File: config.mk
export PLATFORM = sky130hd
export DESIGN_NAME = noise_lfsr_gen
export DESIGN_NICKNAME = d
export VERILOG_FILES = /design/src/rtl/noise_lfsr_gen.sv
export SDC_FILE = /design/constraint.sdc
export NUM_CORES = 1
export LEC_CHECK = 0
export ABC_AREA = 1
export BUFFER_PORTS_ARGS = -buffer_cell sky130_fd_sc_hd__buf_2
export CAP_MARGIN = 20
export CORE_MARGIN = 2
export CORE_UTILIZATION = 53
export CTS_CLUSTER_DIAMETER = 200
export DETAILED_ROUTE_END_ITERATION = 10
export GPL_TIMING_DRIVEN = 0
export PLACE_DENSITY_LB_ADDON = 0.12
export SETUP_SLACK_MARGIN = 0.4
export SLEW_MARGIN = 25
export SYNTH_ARGS = -nofsm -noshare
export SYNTH_HDL_FRONTEND = slang
export SYNTH_SLANG_ARGS = --single-unit
File: constraint.sdc
create_clock -name clk50mhz -period 2.6 [get_ports clk50mhz]
set_input_delay 0.52 -clock clk50mhz [delete_from_list [all_inputs] [get_ports clk50mhz]]
set_output_delay 0.52 -clock clk50mhz [all_outputs]
set_load 0.005 [all_outputs]
File: src/rtl/noise_lfsr_gen.sv
// Noise channel generator: a clock-enabled LFSR stepped by a programmable
// divider, gated by a volume envelope that is driven by an external tick.
module noise_lfsr_gen #(
    parameter int LFSR_W = 15,
    parameter int OUT_W  = 4,
    parameter int DIV_W  = 16
) (
    input  logic              clk50mhz,
    input  logic              rst_n,
    input  logic              en,
    input  logic              trigger,
    input  logic [DIV_W-1:0]  period,
    input  logic              short_mode,
    input  logic [OUT_W-1:0]  env_init,
    input  logic              env_dir,
    input  logic [2:0]        env_period,
    input  logic              env_tick,
    output logic [OUT_W-1:0]  noise_out,
    output logic              step,
    output logic [OUT_W-1:0]  volume,
    output logic [LFSR_W-1:0] lfsr_state
);

    localparam logic [LFSR_W-1:0] LFSR_ONES = {LFSR_W{1'b1}};
    localparam logic [OUT_W-1:0]  VOL_MAX   = {OUT_W{1'b1}};

    logic [LFSR_W-1:0] s;
    logic [LFSR_W-1:0] s_shift;
    logic [LFSR_W-1:0] s_step;
    logic [DIV_W-1:0]  div_cnt;
    logic [2:0]        env_cnt;
    logic [OUT_W-1:0]  vol_next;
    logic              fb;
    logic              div_done;
    logic              env_hit;
    logic              env_wrap;

    assign div_done = en && (div_cnt == '0);
    assign env_hit  = en && env_tick && (env_period != 3'd0);
    // Counter is widened so that env_cnt = 7 plus one cannot wrap before the compare.
    assign env_wrap = ({1'b0, env_cnt} + 4'd1) >= {1'b0, env_period};

    // NOTE: every variable written in always_comb gets a default first, so no latch is inferred.
    always_comb begin
        fb      = s[0] ^ s[1];
        s_shift = {fb, s[LFSR_W-1:1]};
        if (short_mode) begin
            s_shift[6] = fb;
        end
        s_step = (s == '0) ? LFSR_ONES : s_shift;
    end

    always_comb begin
        vol_next = volume;
        if (env_dir) begin
            if (volume != VOL_MAX) vol_next = volume + OUT_W'(1);
        end else begin
            if (volume != '0) vol_next = volume - OUT_W'(1);
        end
    end

    // NOTE: state registers use non-blocking assignments so every update sees pre-edge values.
    always_ff @(posedge clk50mhz or negedge rst_n) begin
        if (!rst_n) begin
            s         <= LFSR_ONES;
            div_cnt   <= '0;
            env_cnt   <= '0;
            volume    <= '0;
            noise_out <= '0;
            step      <= 1'b0;
        end else begin
            noise_out <= (en && !s[0]) ? volume : '0;
            if (trigger) begin
                // A note start wins over any coincident divider expiry or envelope tick.
                s       <= LFSR_ONES;
                div_cnt <= period;
                volume  <= env_init;
                env_cnt <= '0;
                step    <= 1'b0;
            end else begin
                step <= div_done;
                if (div_done) begin
                    s       <= s_step;
                    div_cnt <= period;
                end else if (en) begin
                    div_cnt <= div_cnt - DIV_W'(1);
                end
                if (env_hit) begin
                    if (env_wrap) begin
                        env_cnt <= '0;
                        volume  <= vol_next;
                    end else begin
                        env_cnt <= env_cnt + 3'd1;
                    end
                end
            end
        end
    end

    assign lfsr_state = s;

endmodule

==> results of run 1 <==
-- how the worst max path moves through the flow --
stage	to	from	cells past startpoint
final	volume[0]	env_cnt[0]	7
after global routing	volume[1]	env_cnt[0]	10
after CTS	volume[0]	env_cnt[0]	10
after detailed placement	volume[0]	env_cnt[0]	10
after global placement	volume[0]	env_cnt[0]	10
after floorplan	volume[0]	env_cnt[0]	10
-- through the flow --
step,worst slack [ps],hold WS [ps],utilization (%)
5_1_grt,464,251,63.5
6_report,728,197,63.5
4_1_cts,606,400,63.4
2_1_floorplan,894,224,-
3_3_place_gp,661,476,61.0
3_5_place_dp,627,485,61.0
-- flip-flops by register name, summed over array words and instances, names as in the netlist --
register / cells
env_cnt: 3
volume: 4
lfsr_state: 15
div_cnt: 16
noise_out: 4
step: 1
-- cells in the mapped netlist, drive strengths merged --
cell type / n / area (um^2)
a21oi: 4 / 20.0
buf: 9 / 55.0
clkbuf: 2 / 7.51
dfrtp: 28 / 701
dfstp: 15 / 394
fa: 1 / 20.0
ha: 8 / 100
inv: 62 / 233
mux2i: 1 / 10.0
nand2: 140 / 541
nand3: 47 / 240
nand3b: 2 / 15.0
nand4: 6 / 37.5
nor2: 38 / 165
nor4: 1 / 6.26
o21ai: 25 / 125
xnor2: 4 / 35.0
xor2: 2 / 17.5
-- worst max-delay path, stage by stage (launching register included) --
cell and delay, ps:
dfrtp_1 430, ha_1 230, xnor2_1 210, inv_1 70, ha_1 290, a21oi_2 80
nor2_1 320, o21ai_0 130
-- final cells by class --
| cell class | instances | area (um^2) | share of cell area, % |
|---|---|---|---|
| multi-input combinational | 279 | 1340 | 41.7 |
| sequential | 43 | 1090 | 34.2 |
| timing repair buffer | 53 | 268 | 8.36 |
| inverter | 62 | 233 | 7.26 |
| clock buffer | 8 | 123 | 3.83 |
| tap | 70 | 87.6 | 2.73 |
| buffer | 11 | 62.6 | 1.95 |
-- cells in the final DEF (no fill, tap or decap), types with 2 or more instances in the layout --
| cell | Yosys | routed |
|---|---|---|
| inv_2 | 2 | 2 |
| nand4_1 | 6 | 6 |
| xnor2_1 | 4 | 4 |
| dfstp_2 | 15 | 15 |
| nand3_1 | 46 | 46 |
| nor2_2 | 3 | 3 |
| o21ai_0 | 11 | 11 |
| nor2_4 | 2 | 2 |
| ha_1 | 8 | 8 |
| a21oi_1 | 4 | 3 |
| inv_1 | 60 | 60 |
| nand2_4 | 2 | 2 |
| buf_4 | 2 | 3 |
| clkbuf_8 | 0 | 5 |
| nand3b_1 | 2 | 2 |
| clkbuf_1 | 2 | 3 |
| o21ai_1 | 14 | 14 |
| xor2_1 | 2 | 2 |
| nor2_1 | 33 | 33 |
| nand2_1 | 138 | 138 |
| buf_2 | 5 | 57 |
| dfrtp_1 | 28 | 28 |
| clkbuf_16 | 0 | 2 |
-- cells by family (layout without fill, tap and decap cells) --
| family | Yosys count | in the layout |
|---|---|---|
| AND/OR/NAND/NOR | 234 | 234 |
| buffers and inverters | 73 | 134 |
| flip-flops | 43 | 43 |
| AO/OA/AOI/OAI | 29 | 29 |
| adder cells (fa/ha/maj) | 9 | 9 |
| XOR/XNOR | 6 | 6 |
| multiplexers | 1 | 1 |
-- power by group --
part / internal (uW) / leakage (uW) / switching, uW
Sequential: 797 / 0.000504 / 117
Combinational: 250 / 0.00122 / 348
Clock: 307 / 0.0000618 / 231
-- routing by layer --
layer / share of wire, % / track usage [%]
met5: 0 / 0
met4: 0.77 / 5.65
met3: 4.5 / 4.23
met2: 47 / 39.3
met1: 48 / 29.3
==> results_dict.tcl, run 1 <==
set metrics [dict create \
    status "completed" \
    insertedDiodeCount 0 \
    ys_types 27 \
    gp_congestion 0.878 \
    yosysSeqAreaShare_pct 40.2 \
    num_rows 26 \
    path_class "register to register" \
    fillers 461 \
    io_pins 54 \
    grt_setup_unrepaired "false" \
    dp.cells 518 \
    ys_warn_count 0 \
    layout-drive-gt1-share_pct 20.6 \
    period_share_pct 72.0 \
    cts_tree "yes" \
    layout.nets 494 \
    ant_nets 0 \
    fmax_ghz 0.534 \
    vias 2546 \
    rr_startpoint "env_cnt[0]" \
    area_delta_synth_final_pct 17.7 \
    coreArea_mm2 0.00504 \
    finalSetupViolCount 0 \
    synth-compound-area-share_pct 5.33 \
    synth_fp_nets 434 \
    maxSlewViolCount 0 \
    synthesis.area_mm2 0.00272 \
    clkTransAtPathRegs_ps 80 \
    fp.dieH_um 75.7 \
    yosys.area_share.simple_pct 36.9 \
    cp-end-kind "register" \
    cp.required_ps 2770 \
    r2r_end "volume[0]" \
    dr.first_iter.drc_count 162 \
    ir_worst_vdd_mv 0.345 \
    cts.htree.levels 2 \
    fp.dieArea_mm2 0.00573 \
    cts.repair.resized 0 \
    skew_ps 3.42 \
    clockBufferDepth 2 \
    fin_crit_ps 1870 \
    initial_core_util_pct 54.0 \
    ys_seq_elements 43 \
    drc 0 \
    dpl_cell_area_mm2 0.00308 \
    tightest_slew_ps 541 \
    final_area_mm2 0.00320 \
    design_power_total_uw 2050 \
    grt_pass1_vias 2373 \
    cts_hold_buf 0 \
    port_buffers 53 \
    reg2reg_slack_ps 730 \
    cap_violations 0 \
    synthMuxAreaShare_pct 0.368 \
    worst_r2r_path_depth 7 \
    cts_root_buffer "clkbuf_8" \
    viasPerCell 4.84 \
    synthCells 395 \
    synthAdderAreaFrac_pct 4.41 \
    antenna_found_initial 0 \
    hp-class "primary input to async pin" \
    synth_top_family_by_area "simple AND/OR/NAND/NOR gates" \
    clk_latency_ps 290 \
    avgSynthCellArea_um2 6.89 \
    drt_pre_antenna_iters 4 \
    totalWireLength_mm 5.72 \
    p_leak_uw 0.00178 \
    p_per_area_mw_per_mm2 640 \
    final_cells 526 \
    grt_max_degree 44 \
    grt_first_pass_wirelength_mm 10.1 \
    tns_ps 0 \
    cts_buffers 5 \
    wl_per_cell_um 10.9 \
    slew-limit-headroom_pct 64.0 \
    dp_hpwl_mm 4.28 \
    cts.sinks 43 \
    setup.worst_path.start_class "register" \
    die_x_um 75.7 \
    path_max_fanout 7 \
    synth_xor_area_share_pct 1.93 \
    grt-ovfl-total 0 \
    cts_setup_buffers 0 \
    crit_arrival_ps 2040 \
    grt_use_total_pct 22.7 \
    final_hold_viol_count 0 \
]
(Power assumes the default switching activity.)
==> run 2: changes to the inputs <==
--- a/config.mk
+++ b/config.mk
@@ -9,7 +9,7 @@
 export BUFFER_PORTS_ARGS = -buffer_cell sky130_fd_sc_hd__buf_2
 export CAP_MARGIN = 20
 export CORE_MARGIN = 2
-export CORE_UTILIZATION = 53
+export CORE_UTILIZATION = 50
 export CTS_CLUSTER_DIAMETER = 200
 export DETAILED_ROUTE_END_ITERATION = 10
 export GPL_TIMING_DRIVEN = 0
==> constraint.sdc (replaced) <==
create_clock -name clk50mhz -period 1.6 [get_ports clk50mhz]
set_input_delay 0.32 -clock clk50mhz [delete_from_list [all_inputs] [get_ports clk50mhz]]
set_output_delay 0.32 -clock clk50mhz [all_outputs]
set_load 0.005 [all_outputs]
==> run 2 against run 1 <==
Effect of this change:
- the flow now finishes with violations (hold timing, setup timing)
- power rose by 82%
- clock skew rose by 5.5 ps
- critical endpoint unchanged
- combinational power increased to 2.6 times the previous value
- design area rose by 24%
- setup slack worse by 800 ps
- hold slack lost 200 ps
- global-route usage grew 3.6 points
- sequential share of layout area decreased by 6.6 points
- sequential power up 62%
==> results_dict.tcl, run 2 (synthesis results as in run 1) <==
set metrics [dict create \
    status "finished with violations" \
    failed_checks "hold timing, setup timing" \
    vias 2943 \
    finalSetupViolCount 7 \
    tightest_slew_ps 551 \
    wl_per_cell_um 14.3 \
    pwr-share-seq_pct 39.8 \
    worst_path_most_repeated_cell "nand2_1" \
    cap_violations 0 \
    netSwitchingPower_uw 1420 \
    path_cells "buf_4, ha_1, o21ai_1, nand2_1, a21oi_4, nor2_4, nand2_1, o21ai_0" \
    port_buffers 53 \
    antenna_found_initial 0 \
    top_register "div_cnt" \
    setup.worst_path.start_class "register" \
    grt_pass1_vias 2837 \
    cts_tree "yes" \
    r2r_end "volume[0]" \
    worst_r2r_path_depth 8 \
    drc 0 \
    fin_crit_ps 1670 \
    grt_setup_unrepaired "true" \
    mostFrequentLayoutCell "nand2_1" \
    initial_core_util_pct 52.6 \
    clockBufferDepth 2 \
    final_cell_mix "nand2_1, inv_1, buf_2, nand2_2" \
    path_max_fanout 7 \
    path_class "register to register" \
    cts.htree.levels 2 \
    clkTransAtPathRegs_ps 90 \
    crit_end "volume[0]" \
    finalHoldWorstSlack_ps -5.71 \
    dr.first_iter.drc_count 105 \
    layout.nets 527 \
    cts_buffers 5 \
    clk_latency_ps 300 \
    p_leak_uw 0.00210 \
    fillers 352 \
    grt-ovfl-total 0 \
    crit_slowest_cell "dfrtp_1" \
    cp-end-kind "register" \
    gp_congestion 0.859 \
    cts.sinks 43 \
    ir_worst_vdd_mv 0.635 \
    swShare_pct 38.0 \
    totalWireLength_mm 7.97 \
    skew_ps 8.94 \
    fin_ws_ps -70.1 \
    maxSlewViolCount 0 \
    utilization_pct 77.0 \
    fmax_ghz 0.599 \
    fp.dieArea_mm2 0.00605 \
    area_delta_synth_final_pct 46.3 \
    period_share_pct 104 \
    die_x_um 77.8 \
    reg2reg_slack_ps -70 \
    num_rows 26 \
    drt_pre_antenna_iters 5 \
    grt_use_total_pct 26.3 \
    critPathMaxStageDelay_ps 420 \
    power_frac_comb_pct 41.4 \
    final_hold_viol_count 6 \
    ant_nets 0 \
    largest_register_ffs 16 \
    power.internal_uw 2310 \
    p_per_area_mw_per_mm2 935 \
    grt_max_degree 44 \
    fp.dieH_um 77.8 \
    hp-class "primary input to async pin" \
    coreArea_mm2 0.00517 \
    slew-limit-headroom_pct 63.3 \
    grt_first_pass_wirelength_mm 12.6 \
    design_power_total_uw 3720 \
    layout-drive-gt1-share_pct 44.4 \
    clockPowerShare_pct 18.8 \
    place_ws_ps -185 \
    startpoint "env_cnt[0]" \
    cp.required_ps 1790 \
    io_pins 54 \
    dp_hpwl_mm 4.38 \
    crit_arrival_ps 1860 \
    rr_startpoint "env_cnt[0]" \
    insertedDiodeCount 0 \
    viasPerCell 5.26 \
    cts_root_buffer "clkbuf_8" \
]
run 2: critical path: cells and delay by family (launching register included):
| family | cells | cell delay [ps] |
|---|---|---|
| AOI/OAI and AO/OA | 3 | 440 |
| adders and majority gates | 1 | 280 |
| buffers and inverters | 1 | 160 |
| DFF | 1 | 420 |
| and+or+nand+nor | 3 | 260 |
run 2: per-layer routing:
metal / GRT usage [%] / share of wire (%)
met2: 46.5 / 51
met1: 30.2 / 40
met4: 13.4 / 2.9
met5: 0 / 0
met3: 4.88 / 6.0
run 2: stage by stage:
| stage | instances | instance area, um^2 | setup TNS [ps] | hold WS (ps) |
|---|---|---|---|---|
| 6_report | 559 | 3980 | -363 | -5.71 |
| 5_1_grt | 559 | 3980 | -1440 | 25.5 |
| 4_1_cts | 556 | 3790 | -266 | 191 |
| 3_5_place_dp | 518 | 3170 | -1470 | 487 |
| 3_3_place_gp | 518 | 3170 | -1120 | 472 |
| 2_1_floorplan | 395 | 2820 | 0 | 24.4 |
run 2: power groups by stage:
stage	clock network (uW)	logic (uW)	registers [uW]
final	699	1540	1480
after global routing	775	1710	1500
after CTS	711	1340	1460
after detailed placement	0	1020	1500
after global placement	0	992	1490
after floorplan	0	712	1480
run 2: worst min-delay path by stage:
stage | start | end | slack (ps) | cells after the start
after floorplan | rst_n | div_cnt[0] | 20 | 0
after global placement | lfsr_state[7] | lfsr_state[7] | 470 | 2
after detailed placement | lfsr_state[7] | lfsr_state[7] | 490 | 2
after CTS | rst_n | noise_out[1] | 190 | 1
after global routing | rst_n | noise_out[2] | 30 | 1
final | rst_n | noise_out[2] | -6 | 1
run 2: what timing repair did:
action / in CTS / in global routing
hold buffers: 0 / 0
resized for setup: 84 / 37
pin swaps: 46 / 33
cloned: 6 / 0
setup buffers: 24 / 3
endpoints found under the setup margin: 56 / 58
run 2: final cells by class:
| class | count | area [um^2] | share of cell area, % |
|---|---|---|---|
| timing repair buffer | 85 | 597 | 15.0 |
| tap | 70 | 87.6 | 2.20 |
| buffer | 11 | 113 | 2.83 |
| clock buffer | 6 | 72.6 | 1.82 |
| clock inverter | 2 | 11.3 | 0.283 |
| multi-input combinational | 280 | 1770 | 44.3 |
| sequential | 43 | 1100 | 27.5 |
| inverter | 62 | 240 | 6.03 |
==> run 3: changes to the inputs <==
--- a/config.mk
+++ b/config.mk
@@ -12,8 +12,10 @@
 export CORE_UTILIZATION = 50
 export CTS_CLUSTER_DIAMETER = 200
 export DETAILED_ROUTE_END_ITERATION = 10
+export GPL_ROUTABILITY_DRIVEN = 0
 export GPL_TIMING_DRIVEN = 0
 export PLACE_DENSITY_LB_ADDON = 0.12
+export REMOVE_ABC_BUFFERS = 1
 export SETUP_SLACK_MARGIN = 0.4
 export SLEW_MARGIN = 25
 export SYNTH_ARGS = -nofsm -noshare
==> constraint.sdc (replaced) <==
create_clock -name clk50mhz -period 1.4 [get_ports clk50mhz]
set_input_delay 0.28 -clock clk50mhz [delete_from_list [all_inputs] [get_ports clk50mhz]]
set_output_delay 0.28 -clock clk50mhz [all_outputs]
set_load 0.005 [all_outputs]
==> run 3 against run 2 <==
Effect of this change:
- core utilization fell by 2.1 points
- final cell count decreased by 0.89%
- largest cell class unchanged
- via count down 2.5%
- the run still ends with hold timing, setup timing left
- register-to-register slack worse by 230 ps
- critical endpoint is now volume[3]
- power increased by 13%
- count of clock-buffer cells in the layout fell by 1
==> results_dict.tcl, run 3 (synthesis results as in run 1) <==
set metrics [dict create \
    status "finished with violations" \
    failed_checks "hold timing, setup timing" \
    antenna_found_initial 0 \
    vias 2870 \
    cp.required_ps 1580 \
    tightest_slew_ps 735 \
    fin_crit_ps 1700 \
    grt_setup_unrepaired "true" \
    grt-ovfl-total 0 \
    period_share_pct 121 \
    die_x_um 77.8 \
    crit_slowest_cell "dfrtp_1" \
    grt_max_degree 44 \
    reg2reg_slack_ps -300 \
    tns_ps -6870 \
    power_frac_comb_pct 39.9 \
    path_cells "ha_4, xnor2_2, inv_1, ha_2, nor2_2, nand2_2, a21oi_4, nor2_4, nand2_1, nand2_1" \
    layout.nets 522 \
    initial_core_util_pct 52.6 \
    fin_ws_ps -299 \
    place_ws_ps -779 \
    crit_arrival_ps 1880 \
    drc 0 \
    cts.sinks 43 \
    wl_per_cell_um 13.8 \
    finalSetupViolCount 38 \
    layout-drive-gt1-share_pct 41.5 \
    skew_ps 12.8 \
    cts_tree "yes" \
    maxSlewViolCount 0 \
    path_max_fanout 7 \
    setup.worst_path.start_class "register" \
    dp_hpwl_mm 3.97 \
    drt_pre_antenna_iters 5 \
    clockBufferDepth 2 \
    critPathMaxStageDelay_ps 420 \
    clk_latency_ps 310 \
    cap_violations 0 \
    rr_startpoint "env_cnt[0]" \
    grt_pass1_vias 2528 \
    fp.dieArea_mm2 0.00605 \
    slew-limit-headroom_pct 51.0 \
    p_leak_uw 0.00203 \
    hp-class "primary input to async pin" \
    num_rows 26 \
    fmax_ghz 0.589 \
    insertedDiodeCount 0 \
    cts_buffers 5 \
    cts_hold_buf 0 \
    path_class "register to register" \
    dp.cells 507 \
    pwr-share-seq_pct 40.6 \
    final_cells 554 \
    worst_path_most_repeated_cell "nand2_1" \
    cts_root_buffer "clkbuf_8" \
    ant_nets 0 \
    final_hold_viol_count 28 \
    totalWireLength_mm 7.64 \
    clkTransAtPathRegs_ps 80 \
    viasPerCell 5.18 \
    coreArea_mm2 0.00517 \
    p_per_area_mw_per_mm2 1090 \
    final_area_mm2 0.00388 \
    cp-end-kind "register" \
    netSwitchingPower_uw 1620 \
    largest_register_ffs 16 \
    io_pins 54 \
    fp.dieH_um 77.8 \
    swShare_pct 38.3 \
    cts.htree.levels 2 \
    dpl_cell_area_mm2 0.00301 \
    grt_use_total_pct 23.2 \
    dr.first_iter.drc_count 168 \
    ir_worst_vdd_mv 0.824 \
    power.internal_uw 2610 \
    port_buffers 53 \
    final_cell_mix "nand2_1, inv_1, buf_2, nand3_1, buf_4" \
    clockPowerShare_pct 19.5 \
    finalHoldWorstSlack_ps -42.8 \
    grt_first_pass_wirelength_mm 11.3 \
    mostFrequentLayoutCell "nand2_1" \
    r2r_end "volume[3]" \
    area_delta_synth_final_pct 42.4 \
    top_register "div_cnt" \
    worst_r2r_path_depth 10 \
]
## run 3: changes by cell type in the layout (fill, tap and decap cells not counted), sizes merged
cell      delta
buf         -10
clkinvlp     +3
clkbuf       -4
nand2        +6
## run 3: cell type report
class | instances | area (um^2)
clock buffers | 5 | 68.8
clock inverters | 3 | 22.5
fillers | 389 | 1290
inverters | 62 | 249
multi-input cells | 286 | 1790
flip-flops and latches | 43 | 1100
well taps | 70 | 87.6
repair buffers | 83 | 548
repair inverters | 2 | 16.3
## run 3: repair_timing
item	4_1_cts	5_1_grt
endpoints found under the hold margin	0	20
setup endpoints to repair	63	63
cloned	7	2
resized for setup	38	83
pin swaps	11	42
buffers inserted	14	16
## run 3: worst max path at each step
stage                    start    endpoint  slack [ps]  depth (start not counted)
floorplan           env_cnt[0]   volume[0]        -310                         10
global placement       trigger  div_cnt[9]        -770                          7
detailed placement     trigger  div_cnt[4]        -780                          7
CTS                 env_cnt[1]  env_cnt[2]        -290                          7
global route        env_cnt[0]   volume[3]        -410                         10
finish              env_cnt[0]   volume[3]        -300                         10
## run 3: power groups by stage
stage / registers (uW) / logic (uW) / clock network (uW)
2_1_floorplan: 1690 / 738 / 0
3_3_place_gp: 1710 / 1060 / 0
3_5_place_dp: 1710 / 1090 / 0
4_1_cts: 1670 / 1360 / 836
5_1_grt: 1750 / 1870 / 899
6_report: 1720 / 1680 / 824
## run 3: metal layers
metal,up-vias,global-route usage (%),wire length (um)
met5,-,0,0
met4,0,7.68,131
met3,15,3.95,457
met2,112,40.3,3950
met1,1332,29.1,3100
li1,1411,-,-
## run 3: critical path: cells and delay by family (launching register included)
| kind | cells | cell delay, ps |
|---|---|---|
| fa+ha+maj | 2 | 350 |
| flops | 1 | 420 |
| compound gates | 1 | 200 |
| simple gates | 5 | 390 |
| buf+inv | 1 | 60 |
| xor+xnor | 1 | 160 |
## run 3: per-stage QoR
stage / util (%) / power, uW
final: 75.0 / 4230
after global routing: 75.0 / 4520
after global placement: 58.2 / 2770
after CTS: 66.1 / 3870
after detailed placement: 58.2 / 2800
after floorplan: - / 2430
